==> config.mk <==
export PLATFORM = sky130hd
export DESIGN_NAME = casez_match_stage
export DESIGN_NICKNAME = d
export VERILOG_FILES = /design/src/rtl/casez_match_stage.sv
export SDC_FILE = /design/constraint.sdc
export NUM_CORES = 1
export LEC_CHECK = 0
export ABC_CLOCK_PERIOD_IN_PS = 1800
export BUFFER_PORTS_ARGS = -buffer_cell sky130_fd_sc_hd__buf_2
export CAP_MARGIN = 5
export CELL_PAD_IN_SITES_DETAIL_PLACEMENT = 2
export CELL_PAD_IN_SITES_GLOBAL_PLACEMENT = 2
export CORE_MARGIN = 10
export CORE_UTILIZATION = 40
export CTS_BUF_LIST = sky130_fd_sc_hd__clkbuf_8 sky130_fd_sc_hd__clkbuf_16
export DETAILED_ROUTE_END_ITERATION = 6
export GPL_ROUTABILITY_DRIVEN = 0
export PLACE_DENSITY_LB_ADDON = 0.1
export SLEW_MARGIN = 25
export SYNTH_ARGS = -nofsm -noshare
export SYNTH_HDL_FRONTEND = slang
export SYNTH_SLANG_ARGS = --single-unit
==> constraint.sdc <==
create_clock -name clk -period 1.8 [get_ports clk]
set_input_delay 0.09 -clock clk [delete_from_list [all_inputs] [get_ports clk]]
set_output_delay 0.09 -clock clk [all_outputs]
set_load 0.01 [all_outputs]
==> src/rtl/casez_match_stage.sv <==
// Pipelined wildcard classifier with casez semantics: a programmable table of
// label/don't-care/result entries, first-match priority, and result hold on a miss.
module casez_match_stage #(
  parameter int W  = 3,
  parameter int N  = 4,
  parameter int RW = 3,
  parameter int CW = 8,
  localparam int IW = (N > 1) ? $clog2(N) : 1
) (
  input  logic          clk,
  input  logic          rst_n,
  input  logic          cfg_we,
  input  logic [IW-1:0] cfg_idx,
  input  logic          cfg_en,
  input  logic [W-1:0]  cfg_label,
  input  logic [W-1:0]  cfg_dc,
  input  logic [RW-1:0] cfg_result,
  input  logic          in_valid,
  output logic          in_ready,
  input  logic [W-1:0]  in_val,
  input  logic [W-1:0]  in_dc,
  output logic          out_valid,
  input  logic          out_ready,
  output logic [RW-1:0] out_result,
  output logic          out_hit,
  output logic [IW-1:0] out_idx,
  output logic [CW-1:0] miss_cnt
);

  logic [N-1:0]  en_r;
  logic [W-1:0]  label_r [N];
  logic [W-1:0]  dc_r    [N];
  logic [RW-1:0] res_r   [N];

  logic          valid_a_r;
  logic [N-1:0]  match_a_r;
  logic [RW-1:0] res_a_r [N];
  logic [RW-1:0] held_r;

  logic [N-1:0]  match_s;
  logic          ready_b_s;
  logic          hit_s;
  logic [IW-1:0] idx_s;

  assign ready_b_s = !out_valid | out_ready;
  assign in_ready  = !valid_a_r | ready_b_s;

  // Label table, written one entry per strobe
  always_ff @(posedge clk or negedge rst_n) begin
    if (!rst_n) begin
      en_r <= '0;
      for (int i = 0; i < N; i++) begin
        label_r[i] <= '0;
        dc_r[i]    <= '0;
        res_r[i]   <= '0;
      end
    end else if (cfg_we) begin
      en_r[cfg_idx]    <= cfg_en;
      label_r[cfg_idx] <= cfg_label;
      dc_r[cfg_idx]    <= cfg_dc;
      res_r[cfg_idx]   <= cfg_result;
    end
  end

  // Per-entry match: every bit is either a don't-care on some side or equal
  always_comb begin
    match_s = '0;
    for (int i = 0; i < N; i++) begin
      match_s[i] = en_r[i] & (&(in_dc | dc_r[i] | ~(in_val ^ label_r[i])));
    end
  end

  // Stage A: capture match vector and result codes as seen at acceptance time,
  // so a later cfg write cannot alter an item already in flight
  always_ff @(posedge clk or negedge rst_n) begin
    if (!rst_n) begin
      valid_a_r <= 1'b0;
      match_a_r <= '0;
      for (int i = 0; i < N; i++) res_a_r[i] <= '0;
    end else if (in_ready) begin
      valid_a_r <= in_valid;
      if (in_valid) begin
        match_a_r <= match_s;
        for (int i = 0; i < N; i++) res_a_r[i] <= res_r[i];
      end
    end
  end

  // Lowest set bit of the match vector wins; loop runs downward so it overwrites last
  always_comb begin
    hit_s = |match_a_r;
    idx_s = '0;
    for (int i = N - 1; i >= 0; i--) begin
      if (match_a_r[i]) idx_s = IW'(i);
      else              idx_s = idx_s;
    end
  end

  // Stage B: register result, update held value and miss counter once per item
  always_ff @(posedge clk or negedge rst_n) begin
    if (!rst_n) begin
      out_valid  <= 1'b0;
      out_hit    <= 1'b0;
      out_idx    <= '0;
      out_result <= '0;
      held_r     <= '0;
      miss_cnt   <= '0;
    end else if (ready_b_s) begin
      out_valid <= valid_a_r;
      if (valid_a_r) begin
        out_hit <= hit_s;
        if (hit_s) begin
          out_idx    <= idx_s;
          out_result <= res_a_r[idx_s];
          held_r     <= res_a_r[idx_s];
        end else begin
          out_idx    <= '0;
          out_result <= held_r;
          if (miss_cnt != {CW{1'b1}}) miss_cnt <= miss_cnt + CW'(1);
        end
      end
    end
  end

endmodule

==> results.py <==
metrics = {
    "outcome": {
        "run_status": "finished clean",
    },
    "routing": {
        "num_vias": 2015,
        "avgViaCountPerCell": 5.193,
        "drt_iter0_drc": 30,
        "drc": 0,
        "m1WireLength_um": 3064,
        "drt_wl_total_um": 7360,
        "wl_met3_um": 320,
        "drtPass1Iterations": 4,
        "ant_nets": 0,
        "dr_wl_met2_um": 3869,
        "wl_per_cell_um": 18.97,
        "dr.max_layer_used": "met4",
    },
    "power_and_ir_drop": {
        "ir_drop_mv": 0.4454,
        "p_total_mw": 5.047,
        "powerDensity_mw_per_mm2": 1341,
        "leakagePower_nw": 1.642,
    },
    "yosys": {
        "async_flop_share": 1.000,
        "netlist_instances": 232,
        "synth_warnings": 0,
        "yosys.area.top_type_share": 0.5735,
        "yosysUniqueCellTypes": 30,
        "synth_area_leaders": "dfrtp_1, mux2_2, xnor2_1, xor2_1, o31ai_1",
        "synth_fa_ha_area_frac": 0.003982,
        "syn_nets": 256,
        "synth_edf_count": 0,
        "synth_top_area_cell": "dfrtp_1",
        "netlist_top_cells_count": "dfrtp_1, mux2_2, nand2_1",
        "synthMuxAreaShare": 0.1935,
        "synth-simple-area-share": 0.1083,
        "synth_compound_area_frac": 0.04898,
        "yosysMostFrequentCell": "dfrtp_1",
        "synth_xor_area_frac": 0.05297,
        "synth.ff_latch_count": 72,
        "synth_ff_type": "dfrtp_1",
        "synth-seq-area-share": 0.5735,
        "synth.avg_cell_area_um2": 13.54,
        "syn_area_mm2": 0.003142,
        "synth_top_family_by_area": "multiplexers",
    },
    "worst_hold_path": {
        "hold_class": "primary input to flop",
        "min_to": "res_r[5]$_DFFE_PN0P_",
        "min-delay-start": "cfg_result[2]",
        "min_path_cells": 2,
    },
    "worst_setup_path": {
        "crit_required_ns": 2.03,
        "arrival_ns": 1.82,
        "crit_fanout": 9,
        "crit_path_start_kind": "flop",
        "rr_endpoint": "miss_cnt[1]$_DFFE_PN0P_",
        "end_kind": "flop",
        "r2r_slack_ns": 0.21,
        "r2r_cells": 4,
        "r2r-start": "match_a_r[0]$_DFFE_PN0P_",
        "crit_type": "flop to flop",
    },
    "clock_tree": {
        "clk_transition_reported_paths_ns": 0.08,
        "clk_path_buf_depth": 2,
        "cts_tree": "done",
        "cts_setup_buffers": 0,
        "cts_buffers": 9,
        "cts_sinks": 72,
        "cts_resized": 0,
        "root_buffer": "clkbuf_8",
        "clkLatencyLatePin_ns": 0.34,
        "htreeDepth": 3,
        "hold_buffers": 2,
    },
    "finish": {
        "nFillCells": 781,
        "num_antenna_cells": 0,
        "finish.net_count": 305,
        "areaGrowthSynthToFinish_pct": 19.75,
        "final_layout_size_suffix_gt1_frac": 0.4266,
    },
    "grt": {
        "grt_pass1_vias": 2317,
        "gr-total-overflow": 0,
        "antenna_found_initial": 0,
        "grt_pass1_wl_um": 12170,
        "track_usage": 0.1344,
        "grt_max_degree": 47,
    },
    "floorplanning": {
        "die_area_mm2": 0.01180,
        "row_count": 32,
        "die_w_um": 108.6,
        "initial_core_util": 0.4087,
        "num_io_pins": 39,
        "die_h_um": 108.6,
        "fp.coreArea_mm2": 0.007687,
    },
    "sta": {
        "timing.final.crit_share": 0.8826,
        "final_max_slew_viol_count": 0,
        "timing.fmax_mhz": 629.4,
        "fin_skew_ns": 0.006066,
        "tightest_slew_ns": 0.4780,
        "setup_tns_ns": 0,
        "max_slew_margin": 0.6814,
        "setup_viol": 0,
        "fin_hold_ws_ns": 0.02019,
        "timing.final.crit_period_ns": 1.589,
        "hold_viol": 0,
        "rsz0062_at_grt": "false",
    },
    "placement": {
        "portBuffers": 38,
        "dp_hpwl_um": 5085,
    },
    "run": {
        "max-cap-violations": 0,
    },
}
[power by group]
| part | internal [mW] | leakage [nW] | total [mW] | switching, mW |
|---|---|---|---|---|
| registers | 2.01 | 0.865 | 2.32 | 0.311 |
| clock network | 0.966 | 0.123 | 1.60 | 0.632 |
| logic | 0.574 | 0.653 | 1.13 | 0.554 |
| total | 3.55 | 1.64 | 5.05 | 1.50 |
[logic make-up (layout without fill, tap and decap cells)]
kind of cell               Yosys count  after routing
and+or+nand+nor                     55             55
xor gates and xnor gates            19             19
adders and majority gates            1              1
DFF                                 72             72
AOI/OAI and AO/OA                   20             20
muxes                               54             54
buffers and inverters               11             65
[registers in the layout (all words and copies together), names as in the netlist]
| signal | cells |
|---|---|
| held_r | 3 |
| out_valid | 1 |
| en_r | 4 |
| out_idx | 2 |
| valid_a_r | 1 |
| miss_cnt | 8 |
| dc_r | 12 |
| res_a_r | 12 |
| match_a_r | 4 |
| out_hit | 1 |
| res_r | 12 |
| label_r | 12 |
[how the worst max path moves through the flow]
stage	startpoint	to	slack [ns]	depth (start not counted)
6_report	match_a_r[0]$_DFFE_PN0P_	miss_cnt[1]$_DFFE_PN0P_	0.21	4
3_5_place_dp	match_a_r[0]$_DFFE_PN0P_	miss_cnt[1]$_DFFE_PN0P_	0.24	4
2_1_floorplan	miss_cnt[0]$_DFFE_PN0P_	miss_cnt[1]$_DFFE_PN0P_	0.36	5
5_1_grt	match_a_r[0]$_DFFE_PN0P_	miss_cnt[1]$_DFFE_PN0P_	0.11	4
3_3_place_gp	match_a_r[0]$_DFFE_PN0P_	miss_cnt[1]$_DFFE_PN0P_	0.31	4
4_1_cts	match_a_r[0]$_DFFE_PN0P_	miss_cnt[1]$_DFFE_PN0P_	0.20	4
[per-stage QoR]
stage                     area, µm²  worst slack (ns)  cells  utilization
after global placement         3490            0.3064    370       0.4539
after detailed placement       3490            0.2367    370       0.4539
after floorplan                3142            0.3583    232            -
after global routing           3762            0.1116    388       0.4894
final                          3762            0.2113    388       0.4894
after CTS                      3762            0.1990    388       0.4894
[area by class of cell]
| class | count | area [µm²] | area share |
|---|---|---|---|
| clock buffers | 10 | 137.6 | 0.03658 |
| clock inverters | 6 | 115.1 | 0.03060 |
| inverters | 1 | 3.754 | 0.0009977 |
| multi-input cells | 149 | 1281 | 0.3405 |
| flip-flops and latches | 72 | 1802 | 0.4789 |
| well taps | 102 | 127.6 | 0.03392 |
| repair buffers | 48 | 295.3 | 0.07848 |
[cells in the final DEF, fill, tap and decap left out, types with 5 or more instances in the layout]
cell type	n
xnor2_1	12
nor3_1	10
dfrtp_1	72
nand2b_1	6
nor2_1	5
mux2_2	54
nand3_1	6
o41ai_1	5
xor2_1	7
buf_4	6
buf_2	38
o31ai_1	8
clkbuf_8	10
nand2_1	13
[layer usage]
metal  global-route usage  vias to the layer above
met5                    0                        -
met4              0.05367                        0
met3              0.03422                        8
met2               0.2358                       32
met1               0.1535                     1041
li1                     -                      934
[worst max-delay path, cell delays in order, from the launching register on]
cell and delay [ns]:
dfrtp_1 0.54, nor2_8 0.17, nand4_4 0.17, nor2_1 0.24, mux2_2 0.36
(Power assumes the default switching activity.)
